`config.mk`:
```
export PLATFORM = sky130hd
export DESIGN_NAME = mpu_dispatch_fetch_flat
export DESIGN_NICKNAME = d
export VERILOG_FILES = /design/src/rtl/mpu_dispatch_fetch_if.sv /design/src/rtl/mpu_dispatch_fetch.sv /design/src/flat_wrapper.sv
export SDC_FILE = /design/constraint.sdc
export NUM_CORES = 1
export LEC_CHECK = 0
export ABC_AREA = 1
export CAP_MARGIN = 40
export CORE_UTILIZATION = 48
export DETAILED_ROUTE_END_ITERATION = 8
export GPL_TIMING_DRIVEN = 0
export PLACE_DENSITY = 0.76
export SYNTH_ARGS = -nofsm -noshare
export SYNTH_HDL_FRONTEND = slang
export SYNTH_SLANG_ARGS = --single-unit
export TNS_END_PERCENT = 10
```
`constraint.sdc`:
```
create_clock -name clock -period 1.6 [get_ports clock]
set_clock_uncertainty 0.05 [all_clocks]
set_input_delay 0.24 -clock clock [delete_from_list [all_inputs] [get_ports clock]]
set_output_delay 0.24 -clock clock [all_outputs]
set_load 0.05 [all_outputs]
```
`src/rtl/mpu_dispatch_fetch_if.sv`:
```
// Signal bundle between the dispatch fetcher and its scheduler, map manager,
// instruction memory and thread unit. slave = fetcher view, master = environment view.
interface mpu_dispatch_fetch_if #(
  parameter int WIDTH_ID    = 8,
  parameter int WIDTH_ADDR  = 10,
  parameter int WIDTH_INSTR = 32
);
  logic                   I_Req_Dispatch;
  logic [WIDTH_ID-1:0]    I_ThreadID;
  logic                   O_Ack_Dispatch;
  logic                   O_Busy;
  logic                   O_Req_Lookup;
  logic [WIDTH_ID-1:0]    O_ThreadID_Ld;
  logic                   I_Ack_Lookup;
  logic [WIDTH_ADDR-1:0]  I_Address;
  logic [WIDTH_ADDR-1:0]  I_Length;
  logic                   O_IMem_Re;
  logic [WIDTH_ADDR-1:0]  O_IMem_Addr;
  logic [WIDTH_INSTR-1:0] I_IMem_Data;
  logic                   O_Valid;
  logic [WIDTH_INSTR-1:0] O_Instr;
  logic                   O_Last;
  logic [WIDTH_ID-1:0]    O_ThreadID;
  logic                   I_Ready;
  logic                   O_Done;
  logic                   O_Err;

  modport slave (
    input  I_Req_Dispatch, I_ThreadID, I_Ack_Lookup, I_Address, I_Length,
           I_IMem_Data, I_Ready,
    output O_Ack_Dispatch, O_Busy, O_Req_Lookup, O_ThreadID_Ld, O_IMem_Re,
           O_IMem_Addr, O_Valid, O_Instr, O_Last, O_ThreadID, O_Done, O_Err
  );

  modport master (
    output I_Req_Dispatch, I_ThreadID, I_Ack_Lookup, I_Address, I_Length,
           I_IMem_Data, I_Ready,
    input  O_Ack_Dispatch, O_Busy, O_Req_Lookup, O_ThreadID_Ld, O_IMem_Re,
           O_IMem_Addr, O_Valid, O_Instr, O_Last, O_ThreadID, O_Done, O_Err
  );
endinterface

```
`src/rtl/mpu_dispatch_fetch.sv`:
```
// Dispatch-side fetcher: looks up a thread's program in the map manager and streams
// its instruction words to the thread unit through a credit-limited output FIFO.
//
// state  | meaning
// IDLE   | waiting for a dispatch request
// LOOKUP | lookup request held until the map manager acknowledges
// FETCH  | issuing instruction-memory reads while words remain
// DRAIN  | all reads issued; waiting for the last word to leave, then done
module mpu_dispatch_fetch #(
  parameter int WIDTH_ID    = 8,
  parameter int WIDTH_ADDR  = 10,
  parameter int WIDTH_INSTR = 32,
  parameter int DEPTH_FIFO  = 4
) (
  input logic                clock,
  input logic                reset,
  mpu_dispatch_fetch_if.slave bus
);
  localparam int PW = $clog2(DEPTH_FIFO);
  localparam int CW = PW + 1;

  typedef enum logic [1:0] {IDLE, LOOKUP, FETCH, DRAIN} state_t;

  state_t                  state;
  logic [WIDTH_ID-1:0]     thread_id;
  logic [WIDTH_ADDR-1:0]   addr;
  logic [WIDTH_ADDR-1:0]   remain;
  logic                    done;
  logic                    err;
  logic                    rd_valid;
  logic                    rd_last;

  logic [WIDTH_INSTR:0]    fifo_mem [DEPTH_FIFO];
  logic [PW-1:0]           wr_ptr;
  logic [PW-1:0]           rd_ptr;
  logic [CW-1:0]           count;

  logic                    accept;
  logic                    issue;
  logic                    push;
  logic                    pop;
  logic                    head_last;

  assign accept    = bus.I_Req_Dispatch & (state == IDLE);
  // A read is only issued when a FIFO slot is guaranteed for its return.
  assign issue     = (state == FETCH) && (remain != '0) &&
                     ((count + CW'(rd_valid)) < CW'(DEPTH_FIFO));
  assign push      = rd_valid;
  assign pop       = (count != '0) & bus.I_Ready;
  assign head_last = fifo_mem[rd_ptr][WIDTH_INSTR];

  always_ff @(posedge clock) begin
    if (push) begin
      fifo_mem[wr_ptr] <= {rd_last, bus.I_IMem_Data};
    end
  end

  always_ff @(posedge clock) begin
    if (reset) begin
      wr_ptr <= '0;
      rd_ptr <= '0;
      count  <= '0;
    end else begin
      if (push) begin
        wr_ptr <= wr_ptr + PW'(1);
      end
      if (pop) begin
        rd_ptr <= rd_ptr + PW'(1);
      end
      count <= count + CW'(push) - CW'(pop);
    end
  end

  always_ff @(posedge clock) begin
    if (reset) begin
      state     <= IDLE;
      thread_id <= '0;
      addr      <= '0;
      remain    <= '0;
      done      <= 1'b0;
      err       <= 1'b0;
      rd_valid  <= 1'b0;
      rd_last   <= 1'b0;
    end else begin
      rd_valid <= issue;
      rd_last  <= (remain == WIDTH_ADDR'(1));
      done     <= 1'b0;
      err      <= 1'b0;
      case (state)
        IDLE: begin
          if (accept) begin
            thread_id <= bus.I_ThreadID;
            state     <= LOOKUP;
          end
        end
        LOOKUP: begin
          if (bus.I_Ack_Lookup) begin
            addr   <= bus.I_Address;
            remain <= bus.I_Length;
            if (bus.I_Length == '0) begin
              done  <= 1'b1;
              err   <= 1'b1;
              state <= DRAIN;
            end else begin
              state <= FETCH;
            end
          end
        end
        FETCH: begin
          if (issue) begin
            addr   <= addr + WIDTH_ADDR'(1);
            remain <= remain - WIDTH_ADDR'(1);
            if (remain == WIDTH_ADDR'(1)) begin
              state <= DRAIN;
            end
          end
        end
        DRAIN: begin
          // Stay busy through the done cycle so no dispatch overlaps the pulse.
          if (done) begin
            state <= IDLE;
          end else if (pop && head_last) begin
            done <= 1'b1;
          end
        end
        default: state <= IDLE;
      endcase
    end
  end

  assign bus.O_Ack_Dispatch = accept;
  assign bus.O_Busy         = (state != IDLE);
  assign bus.O_Req_Lookup   = (state == LOOKUP);
  assign bus.O_ThreadID_Ld  = thread_id;
  assign bus.O_IMem_Re      = issue;
  assign bus.O_IMem_Addr    = addr;
  assign bus.O_Valid        = (count != '0);
  assign bus.O_Instr        = (count != '0) ? fifo_mem[rd_ptr][WIDTH_INSTR-1:0] : '0;
  assign bus.O_Last         = (count != '0) & head_last;
  assign bus.O_ThreadID     = thread_id;
  assign bus.O_Done         = done;
  assign bus.O_Err          = err;
endmodule

```
`src/flat_wrapper.sv`:
```
// flat-port wrapper written by rule: the top's interface ports become plain ports
module mpu_dispatch_fetch_flat 
#(
  parameter int WIDTH_ID    = 8,
  parameter int WIDTH_ADDR  = 10,
  parameter int WIDTH_INSTR = 32,
  parameter int DEPTH_FIFO  = 4
)
  (clock, reset, bus_I_Req_Dispatch, bus_I_ThreadID, bus_I_Ack_Lookup, bus_I_Address, bus_I_Length, bus_I_IMem_Data, bus_I_Ready, bus_O_Ack_Dispatch, bus_O_Busy, bus_O_Req_Lookup, bus_O_ThreadID_Ld, bus_O_IMem_Re, bus_O_IMem_Addr, bus_O_Valid, bus_O_Instr, bus_O_Last, bus_O_ThreadID, bus_O_Done, bus_O_Err);
  mpu_dispatch_fetch_if #(.WIDTH_ID(WIDTH_ID), .WIDTH_ADDR(WIDTH_ADDR), .WIDTH_INSTR(WIDTH_INSTR)) bus_i ();
  input logic clock;
  input logic reset;
  input wire logic [$bits(bus_i.I_Req_Dispatch)-1:0] bus_I_Req_Dispatch;
  input wire logic [$bits(bus_i.I_ThreadID)-1:0] bus_I_ThreadID;
  input wire logic [$bits(bus_i.I_Ack_Lookup)-1:0] bus_I_Ack_Lookup;
  input wire logic [$bits(bus_i.I_Address)-1:0] bus_I_Address;
  input wire logic [$bits(bus_i.I_Length)-1:0] bus_I_Length;
  input wire logic [$bits(bus_i.I_IMem_Data)-1:0] bus_I_IMem_Data;
  input wire logic [$bits(bus_i.I_Ready)-1:0] bus_I_Ready;
  output wire logic [$bits(bus_i.O_Ack_Dispatch)-1:0] bus_O_Ack_Dispatch;
  output wire logic [$bits(bus_i.O_Busy)-1:0] bus_O_Busy;
  output wire logic [$bits(bus_i.O_Req_Lookup)-1:0] bus_O_Req_Lookup;
  output wire logic [$bits(bus_i.O_ThreadID_Ld)-1:0] bus_O_ThreadID_Ld;
  output wire logic [$bits(bus_i.O_IMem_Re)-1:0] bus_O_IMem_Re;
  output wire logic [$bits(bus_i.O_IMem_Addr)-1:0] bus_O_IMem_Addr;
  output wire logic [$bits(bus_i.O_Valid)-1:0] bus_O_Valid;
  output wire logic [$bits(bus_i.O_Instr)-1:0] bus_O_Instr;
  output wire logic [$bits(bus_i.O_Last)-1:0] bus_O_Last;
  output wire logic [$bits(bus_i.O_ThreadID)-1:0] bus_O_ThreadID;
  output wire logic [$bits(bus_i.O_Done)-1:0] bus_O_Done;
  output wire logic [$bits(bus_i.O_Err)-1:0] bus_O_Err;
  assign bus_i.I_Req_Dispatch = bus_I_Req_Dispatch;
  assign bus_i.I_ThreadID = bus_I_ThreadID;
  assign bus_i.I_Ack_Lookup = bus_I_Ack_Lookup;
  assign bus_i.I_Address = bus_I_Address;
  assign bus_i.I_Length = bus_I_Length;
  assign bus_i.I_IMem_Data = bus_I_IMem_Data;
  assign bus_i.I_Ready = bus_I_Ready;
  assign bus_O_Ack_Dispatch = bus_i.O_Ack_Dispatch;
  assign bus_O_Busy = bus_i.O_Busy;
  assign bus_O_Req_Lookup = bus_i.O_Req_Lookup;
  assign bus_O_ThreadID_Ld = bus_i.O_ThreadID_Ld;
  assign bus_O_IMem_Re = bus_i.O_IMem_Re;
  assign bus_O_IMem_Addr = bus_i.O_IMem_Addr;
  assign bus_O_Valid = bus_i.O_Valid;
  assign bus_O_Instr = bus_i.O_Instr;
  assign bus_O_Last = bus_i.O_Last;
  assign bus_O_ThreadID = bus_i.O_ThreadID;
  assign bus_O_Done = bus_i.O_Done;
  assign bus_O_Err = bus_i.O_Err;
  mpu_dispatch_fetch #(.WIDTH_ID(WIDTH_ID), .WIDTH_ADDR(WIDTH_ADDR), .WIDTH_INSTR(WIDTH_INSTR), .DEPTH_FIFO(DEPTH_FIFO)) u_core (.clock(clock), .reset(reset), .bus(bus_i));
endmodule
```
==> out/results.txt, run 1 <==
Combinational power share = 48.8%
Post-route ant nets = 0
Core footprint = 0.01537 sq mm
Final WL = 18.92 mm
Final Wtd Congestion = 0.9060
Max Fanout on Critical Path = 10
Failing checks = setup timing
I/O pin total = 131
Clock root cell = clkbuf_16
Final min period = 2016 ps
R2R cell count = 11
TritonRoute pass-1 iters = 5
CP endpoint kind = output pin
Final worst slack = -415.8 ps
Initial antenna violation count = 0
Via/cell ratio = 5.153
DR vias = 5977
Clk pwr share = 21.3%
Clk_lat worst skew = 420 ps
Largest net degree at the start of global routing = 34
Hpwl dp = 11.08 mm
Synthesized area = 0.007624 sq mm
Req. time, crit path = 1310 ps
Max stage delay on crit path = 360 ps
CTS tree = yes
# diodes = 0
Leakage power = 4.048 nW
Fin crit share = 126.0%
Vias in the first global route = 5845
CP cell instances = inv_2, clkbuf_16, clkbuf_16, o21ai_1, a21oi_2, buf_6
Post-route cell area = 0.01078 sq mm
Reg clk slew, reported paths = 60 ps
CP startpoint kind = flip-flop
Die height = 128.0 microns
Syn Nets = 858
Max Buffers Root-to-Sink = 2
Yosys warns = 0
RSZ-0062 raised after global routing = true
Reg2Reg Launch Point = u_core.push$_SDFF_PP0_
Max-cap viol count = 0
Fmax = 496.1 MHz
DP Area = 0.009474 sq mm
Arr. time, crit path = 1730 ps
Final Hold Vio Count = 0
Distinct cells, synth = 34
Top cell by count, worst path = clkbuf_16
# DRC = 0
Post-Synthesis Cells = 776
Grt ovf = 0
Crit Path Class = flip-flop to output pin
First DRT Iteration DRCs = 377
# port buffers = 130
H-tree Lvls = 4
P&R area growth vs syn = 41.46%
Cts bufs inserted = 17
Max-slew violations = 0
Worst R2R End = u_core.bus.O_IMem_Addr[7]$_SDFFE_PP0P_
Worst hold path class = input port to flip-flop
Status = finished, violations left
# nets final = 1018
PwrDens = 1818 mW/mm^2
Seq/Total Area, Yosys = 63.29%
Critical path destination = bus_O_Instr[19]
Worst path slowest cell = dfxtp_4
Power share of the sequential group = 29.9%
Initial Util = 49.60%
Slew headroom = 61.87%
Die Width = 128.0 microns
Sw Pwr = 8.216 mW
Rows = 45
WL/cell = 16.31 microns
Final setup vio count = 57
Maximum VDD drop = 0.001041 V
Design Power = 19.61 mW
Global Route Usage Sum = 24.50%
Yosys reg bits = 175
Sw Ratio = 41.90%
Most frequent cells in the layout = nor2_1, edfxtp_1, nand2_1
Share of cells above drive strength 1 = 27.82%
Fillcell total = 1102
Die ar. = 0.01639 sq mm
Worst-margin pin slew = 572.0 ps
P_int = 11.39 mW
Setup Slack @ Placement = -995.2 ps
First-pass GRT wire length = 30.06 mm
Most common cell after layout, fill and taps aside = nor2_1
Flop2flop setup slack = -180 ps
Clock sinks = 175
Mapped Avg Cell Area = 9.824 sq um
==> routing by layer <==
metal	share of wire, %	track usage [%]	wire length [microns]	vias to the layer above
met1	42	29.37	7905	2816
li1	-	-	-	2943
met5	0	0	0	-
met3	5.1	4.508	968	21
met4	1.3	8.858	250	0
met2	52	43.99	9796	197
==> state kept, by name (all words and copies together), names as in the netlist, named ones only <==
name	count
u_core.fifo_mem	132
u_core.rd_ptr	2
u_core.wr_ptr	2
u_core.state	2
u_core.push	1
u_core.bus.O_Done	1
u_core.remain	10
u_core.bus.O_ThreadID	8
u_core.bus.O_IMem_Addr	10
u_core.count	3
u_core.bus.O_Err	1
u_core.rd_last	1
==> synth_stat cells <==
library cell	number	share of area (%)
nor3_2	1	0.13
o211ai_1	1	0.099
inv_1	43	2.1
dfxtp_1	43	11
nand4_1	7	0.57
inv_2	1	0.049
o21ai_0	89	5.8
nand3_4	1	0.23
buf_2	7	0.46
or2_2	3	0.25
nand3_1	22	1.4
xor2_1	2	0.23
o22ai_1	1	0.082
buf_4	9	0.89
nor3_1	2	0.13
buf_6	1	0.15
nor2_1	188	9.3
ha_1	17	2.8
nor2_2	2	0.16
buf_1	1	0.049
edfxtp_1	132	52
clkbuf_1	25	1.2
nand2_2	1	0.082
a21oi_2	1	0.11
nand2_8	1	0.26
clkinv_1	2	0.099
a31oi_1	1	0.082
nand2_4	2	0.30
clkinv_2	1	0.066
a21oi_1	56	3.7
xnor2_1	1	0.11
nand3b_1	1	0.099
nand2_1	107	5.3
o21bai_1	4	0.39
==> cell families after synthesis <==
kind of cell / after synthesis / share of synthesized area [%]
fa+ha+maj: 17 / 2.790
buf+inv: 90 / 5.104
compound gates: 153 / 10.29
flops: 175 / 63.29
simple gates: 338 / 18.19
xor+xnor: 3 / 0.3447
==> worst max-delay path: cells and delay by family, from the launching register on <==
kind | cells | cell delay (ps)
DFF | 1 | 360
AOI/OAI and AO/OA | 2 | 290
buffers and inverters | 4 | 650
==> worst min-delay path by stage <==
| stage | from | endpoint | slack (ps) | cells past startpoint |
|---|---|---|---|---|
| floorplan | reset | u_core.rd_last$_SDFF_PP0_ | 270 | 1 |
| global route | bus_I_IMem_Data[31] | u_core.fifo_mem[0][31]$_DFFE_PP_ | 400 | 1 |
| CTS | bus_I_ThreadID[6] | u_core.bus.O_ThreadID[6]$_SDFFE_PP0P_ | 380 | 3 |
| finish | bus_I_ThreadID[7] | u_core.bus.O_ThreadID[7]$_SDFFE_PP0P_ | 390 | 3 |
| global placement | u_core.rd_last$_SDFF_PP0_ | u_core.fifo_mem[1][32]$_DFFE_PP_ | 400 | 0 |
| detailed placement | u_core.rd_last$_SDFF_PP0_ | u_core.fifo_mem[1][32]$_DFFE_PP_ | 410 | 0 |
==> power by group through the flow <==
stage	registers (mW)	logic (mW)	clock network, mW
after global routing	5.92	10.2	4.41
final	5.86	9.57	4.18
after global placement	5.89	8.08	0
after CTS	5.84	9.36	4.18
after floorplan	6.32	5.35	0
after detailed placement	5.90	8.16	0
==> final cells by class <==
type                            count  area [sq um]  share of cell area (%)
Clock buffer                       18         429.2                   3.980
Clock inverter                     14         162.7                   1.508
Timing Repair Buffer              141          1410                   13.08
Tap cell                          211         264.0                   2.448
Sequential cell                   175          4842                   44.90
Inverter                           47         207.7                   1.926
Multi-Input combinational cell    511          2935                   27.22
Buffer                             43         533.0                   4.943
==> repair_timing <==
action                     CTS  global route
hold buffers                 0             0
setup endpoints to repair  236            69
cloned                       3             0
resized for setup          515            51
pin swaps                    7            12
setup buffers                8             0
==> through the flow <==
stage	setup TNS [ps]	hold slack (ps)	cells	util (%)
3_3_place_gp	-114850	403.6	1117	61.64
2_1_floorplan	-13180	269.0	776	-
5_1_grt	-19340	395.0	1160	70.16
3_5_place_dp	-54240	410.8	1117	61.64
6_report	-15360	390.1	1160	70.16
4_1_cts	-16110	381.3	1160	69.78
Power figures use the tool's default switching activity.
==> run 2: changes to the inputs <==
--- a/config.mk
+++ b/config.mk
@@ -8,9 +8,10 @@
 export ABC_AREA = 1
 export CAP_MARGIN = 40
 export CORE_UTILIZATION = 48
+export CTS_CLUSTER_SIZE = 16
 export DETAILED_ROUTE_END_ITERATION = 8
 export GPL_TIMING_DRIVEN = 0
-export PLACE_DENSITY = 0.76
+export PLACE_DENSITY = 0.87
 export SYNTH_ARGS = -nofsm -noshare
 export SYNTH_HDL_FRONTEND = slang
 export SYNTH_SLANG_ARGS = --single-unit
==> out/results.txt, run 2 (synthesized netlist as in run 1, its figures left out) <==
TritonRoute pass-1 iters = 5
Hold path cells = 3
Final min period = 2221 ps
Fin Setup TNS = -21240 ps
Leakage power = 4.116 nW
Final Wtd Congestion = 0.8940
CP startpoint kind = flip-flop
Critical path depth = 8
Max-cap viol count = 0
Max-slew violations = 0
Hold path start = bus_I_ThreadID[3]
Design Power = 20.46 mW
DR vias = 6576
WL/cell = 19.94 microns
First-pass GRT wire length = 33.32 mm
P_int = 11.64 mW
Via/cell ratio = 5.621
Cts bufs inserted = 17
First DRT Iteration DRCs = 694
Arr. time, crit path = 1930 ps
Crit-path leading delay family = buffers and inverters
Clock sinks = 175
Share of cells above drive strength 1 = 31.00%
Grt met3 use = 7.137%
DP Area = 0.009474 sq mm
Largest register by flop count = u_core.fifo_mem
Final Hold Vio Count = 0
Grt met2 use = 48.02%
I/O pin total = 131
R2R cell count = 10
Worst-margin pin slew = 528.0 ps
Failing checks = setup timing
Hpwl dp = 11.89 mm
Met1 usage = 31.82%
CTS tree = yes
Initial antenna violation count = 0
Sw Pwr = 8.822 mW
Initial Util = 49.60%
RSZ-0062 raised after global routing = true
P&R area growth vs syn = 44.49%
Status = finished, violations left
Worst path slowest cell = dfxtp_4
# hold bufs at CTS = 0
Worst hold path class = input port to flip-flop
Combinational power share = 49.8%
Fmax = 450.3 MHz
Busiest grt layer = met2
Die Width = 128.0 microns
Clock root cell = clkbuf_16
Maximum VDD drop = 0.001089 V
PwrDens = 1858 mW/mm^2
Max Buffers Root-to-Sink = 2
Rows = 45
Max Fanout on Critical Path = 7
Final setup vio count = 59
Slew headroom = 64.80%
# DRC = 0
Most frequent cells in the layout = nor2_1, edfxtp_1, nand2_1
Die ar. = 0.01639 sq mm
# nets final = 1027
# port buffers = 130
Clk pwr share = 21.4%
Fin crit share = 138.8%
CP endpoint kind = output pin
Core footprint = 0.01537 sq mm
Reg clk slew, reported paths = 70 ps
Top cell by count, worst path = buf_12
Buf/Inv on CP = 4
H-tree Lvls = 4
Die height = 128.0 microns
Post-route ant nets = 0
Req. time, crit path = 1310 ps
Clk_lat worst skew = 430 ps
Final core occ = 71.66%
Vias in the first global route = 6317
Most common cell after layout, fill and taps aside = nor2_1
Post-route cell area = 0.01102 sq mm
Max reg flops = 132
Power share of the sequential group = 28.8%
Non-filler instance count after layout = 1170
Inst Count DP = 1117
Grt ovf = 0
Max stage delay on crit path = 410 ps
Reg2Reg Launch Point = u_core.push$_SDFF_PP0_
Sw Ratio = 43.11%
Final WL = 23.33 mm
Final worst slack = -620.5 ps
Largest net degree at the start of global routing = 34
Crit Path Class = flip-flop to output pin
CP cell instances = buf_12, buf_12, buf_12, nor2_1, nor2_1, o21ai_2, a21oi_4, buf_8
Global Route Usage Sum = 27.39%
## run 2: per-layer routing
layer	vias to the layer above	wire, microns	share of wire [%]
li1	2956	-	-
met5	-	0	0
met1	3069	8386	36
met2	472	11870	51
met4	0	799	3.4
met3	79	2273	9.7
## run 2: per-stage QoR
| stage | hold WS, ps | setup WS, ps |
|---|---|---|
| CTS | 365.6 | -448.8 |
| global route | 377.2 | -631.9 |
| global placement | 401.4 | -931.7 |
| finish | 379.8 | -620.5 |
| floorplan | 269.0 | -247.9 |
| detailed placement | 405.9 | -973.0 |
## run 2: final cells by class
type                       count  area (sq um)
sequential                   175          4843
clock inverter                15         181.4
tap                          211         264.0
multi-input combinational    511          2999
inverter                      47         207.7
antenna                        1         2.502
buffer                        42         530.5
timing repair buffer         151          1562
fill                         979          4355
clock buffer                  17         425.4
## run 2: what timing repair did
action                                  CTS  global route
pin swaps                                13            22
buffers inserted                         13             4
gates cloned                              3             1
resized for setup                       535            54
endpoints found under the setup margin  236            65
## run 2: power groups by stage
| stage | clock, mW | sequential, mW | combinational [mW] |
|---|---|---|---|
| CTS | 4.31 | 5.84 | 9.55 |
| detailed placement | 0 | 5.90 | 8.21 |
| global placement | 0 | 5.88 | 8.02 |
| floorplan | 0 | 6.32 | 5.35 |
| global route | 4.55 | 5.95 | 10.7 |
| finish | 4.38 | 5.90 | 10.2 |
## run 2: worst paths after layout
kind | end | slack (ps)
hold reg to reg | flip-flop | 410
setup / recovery | bus_O_Instr[30] | -620
hold / removal | u_core.bus.O_ThreadID[3]$_SDFFE_PP0P_ | 380
setup reg to reg | u_core.remain[0]$_SDFFE_PP0P_ | -280
## run 2: tightest hold or removal path: cells and delay by family
family	cells	cell delay, ps
buffers and inverters	1	390
AOI/OAI and AO/OA	1	150
and+or+nand+nor	1	40
==> run 3: changes to the inputs <==
--- a/config.mk
+++ b/config.mk
@@ -11,7 +11,9 @@
 export CTS_CLUSTER_SIZE = 16
 export DETAILED_ROUTE_END_ITERATION = 8
 export GPL_TIMING_DRIVEN = 0
-export PLACE_DENSITY = 0.87
+export PLACE_DENSITY = 0.76
+export SETUP_SLACK_MARGIN = 0.15
+export SLEW_MARGIN = 20
 export SYNTH_ARGS = -nofsm -noshare
 export SYNTH_HDL_FRONTEND = slang
 export SYNTH_SLANG_ARGS = --single-unit
==> out/results.txt, run 3 (synthesized netlist as in run 1, its figures left out) <==
Largest register by flop count = u_core.fifo_mem
First DRT Iteration DRCs = 483
Max-cap viol count = 0
Largest net degree at the start of global routing = 34
Most frequent cells in the layout = nor2_1, edfxtp_1, nand2_1
Met3 WL post-DR = 1.059 mm
Post-route ant nets = 0
# diodes = 0
Clock root cell = clkbuf_16
Failing checks = setup timing
First-pass GRT wire length = 29.50 mm
# DRC = 0
WL met1 = 7.683 mm
Arr. time, crit path = 1800 ps
Core footprint = 0.01537 sq mm
Fillcell total = 1074
Vias in the first global route = 5889
Max-slew violations = 0
DR vias = 6006
Die height = 128.0 microns
TritonRoute pass-1 iters = 5
Maximum VDD drop = 0.001207 V
Leakage power = 4.118 nW
# nets final = 1024
Hpwl dp = 11.30 mm
Initial Util = 49.60%
Final setup vio count = 60
Slew headroom = 58.87%
Cts bufs inserted = 17
CP startpoint kind = flip-flop
Most common cell after layout, fill and taps aside = nor2_1
Via/cell ratio = 5.151
Share of cells above drive strength 1 = 31.31%
# port buffers = 130
R2R cell count = 11
Inst Count DP = 1119
Crit Path Class = flip-flop to output pin
CTS tree = yes
Final min period = 2089 ps
Req. time, crit path = 1310 ps
RSZ-0062 raised after global routing = true
Clk_lat worst skew = 420 ps
Design Power = 19.95 mW
Initial antenna violation count = 0
Final WL = 18.79 mm
Fin Setup TNS = -16880 ps
Final worst slack = -489.3 ps
Fin crit share = 130.6%
Worst hold path class = input port to flip-flop
I/O pin total = 131
Top layer in use = met4
Final Hold Vio Count = 0
Grt ovf = 0
# hold bufs at CTS = 0
Reg area = 0.004853 sq mm
H-tree Lvls = 4
Area of the multi-input gates = 0.003163 sq mm
Non-filler instance count after layout = 1166
Flop2flop setup slack = -200 ps
Status = finished, violations left
Rows = 45
WHS = 390.6 ps
Clock sinks = 175
CP endpoint kind = output pin
Metal2 WL = 9.678 mm
Max reg flops = 132
PwrDens = 1798 mW/mm^2
Final Wtd Congestion = 0.8767
Max Fanout on Critical Path = 10
Reg clk slew, reported paths = 60 ps
Global Route Usage Sum = 23.68%
Hold path cells = 3
WL/cell = 16.12 microns
Die Width = 128.0 microns
Die ar. = 0.01639 sq mm
Worst-margin pin slew = 616.9 ps
Fmax = 478.6 MHz
Max Buffers Root-to-Sink = 2
P&R area growth vs syn = 45.59%
## run 3: final cells by class
type	instances	area share (%)
Timing Repair Buffer	147	13.53
Clock buffer	20	3.934
Multi-Input combinational cell	511	28.50
Tap cell	211	2.379
Sequential cell	175	43.73
Inverter	47	2.018
Clock inverter	12	1.082
Buffer	43	4.836
## run 3: path summary, 6_finish.rpt
check,from,end
worst max-delay path,flip-flop,bus_O_Instr[0]
worst min-delay path,bus_I_ThreadID[6],u_core.bus.O_ThreadID[6]$_SDFFE_PP0P_
worst max register to register,u_core.count[0]$_SDFF_PP0_,u_core.bus.O_IMem_Addr[7]$_SDFFE_PP0P_
worst min register to register,u_core.rd_ptr[0]$_SDFFE_PP0N_,flip-flop
## run 3: per-layer routing
metal / up-vias / track usage (%)
met5: - / 0
met4: 0 / 9.619
met3: 26 / 5.259
met2: 193 / 41.18
met1: 2835 / 28.50
li1: 2952 / -
## run 3: where the power goes
part / switching [mW] / internal (mW)
Sequential: 0.462 / 5.43
Clock: 1.67 / 2.28
Combinational: 6.32 / 3.80
## run 3: per-stage QoR
stage	area, sq um	util, %	worst slack (ps)
6_report	11100	72.21	-489.3
5_1_grt	11100	72.21	-548.8
4_1_cts	10820	70.39	-400.5
3_5_place_dp	9758	63.48	-953.1
3_3_place_gp	9711	63.17	-920.3
2_1_floorplan	8145	-	-50.32
## run 3: worst max-delay path: stages (launching register included)
cell      delay [ps]
dfxtp_4          400
inv_2             50
clkbuf_8         180
o21ai_1          430
a21oi_4          140
buf_6            180
## run 3: what timing repair did
action / in CTS / in global routing
setup buffers: 9 / 1
resized for setup: 534 / 78
pin swaps: 4 / 12
gates cloned: 1 / 2
endpoints found under the setup margin: 216 / 151
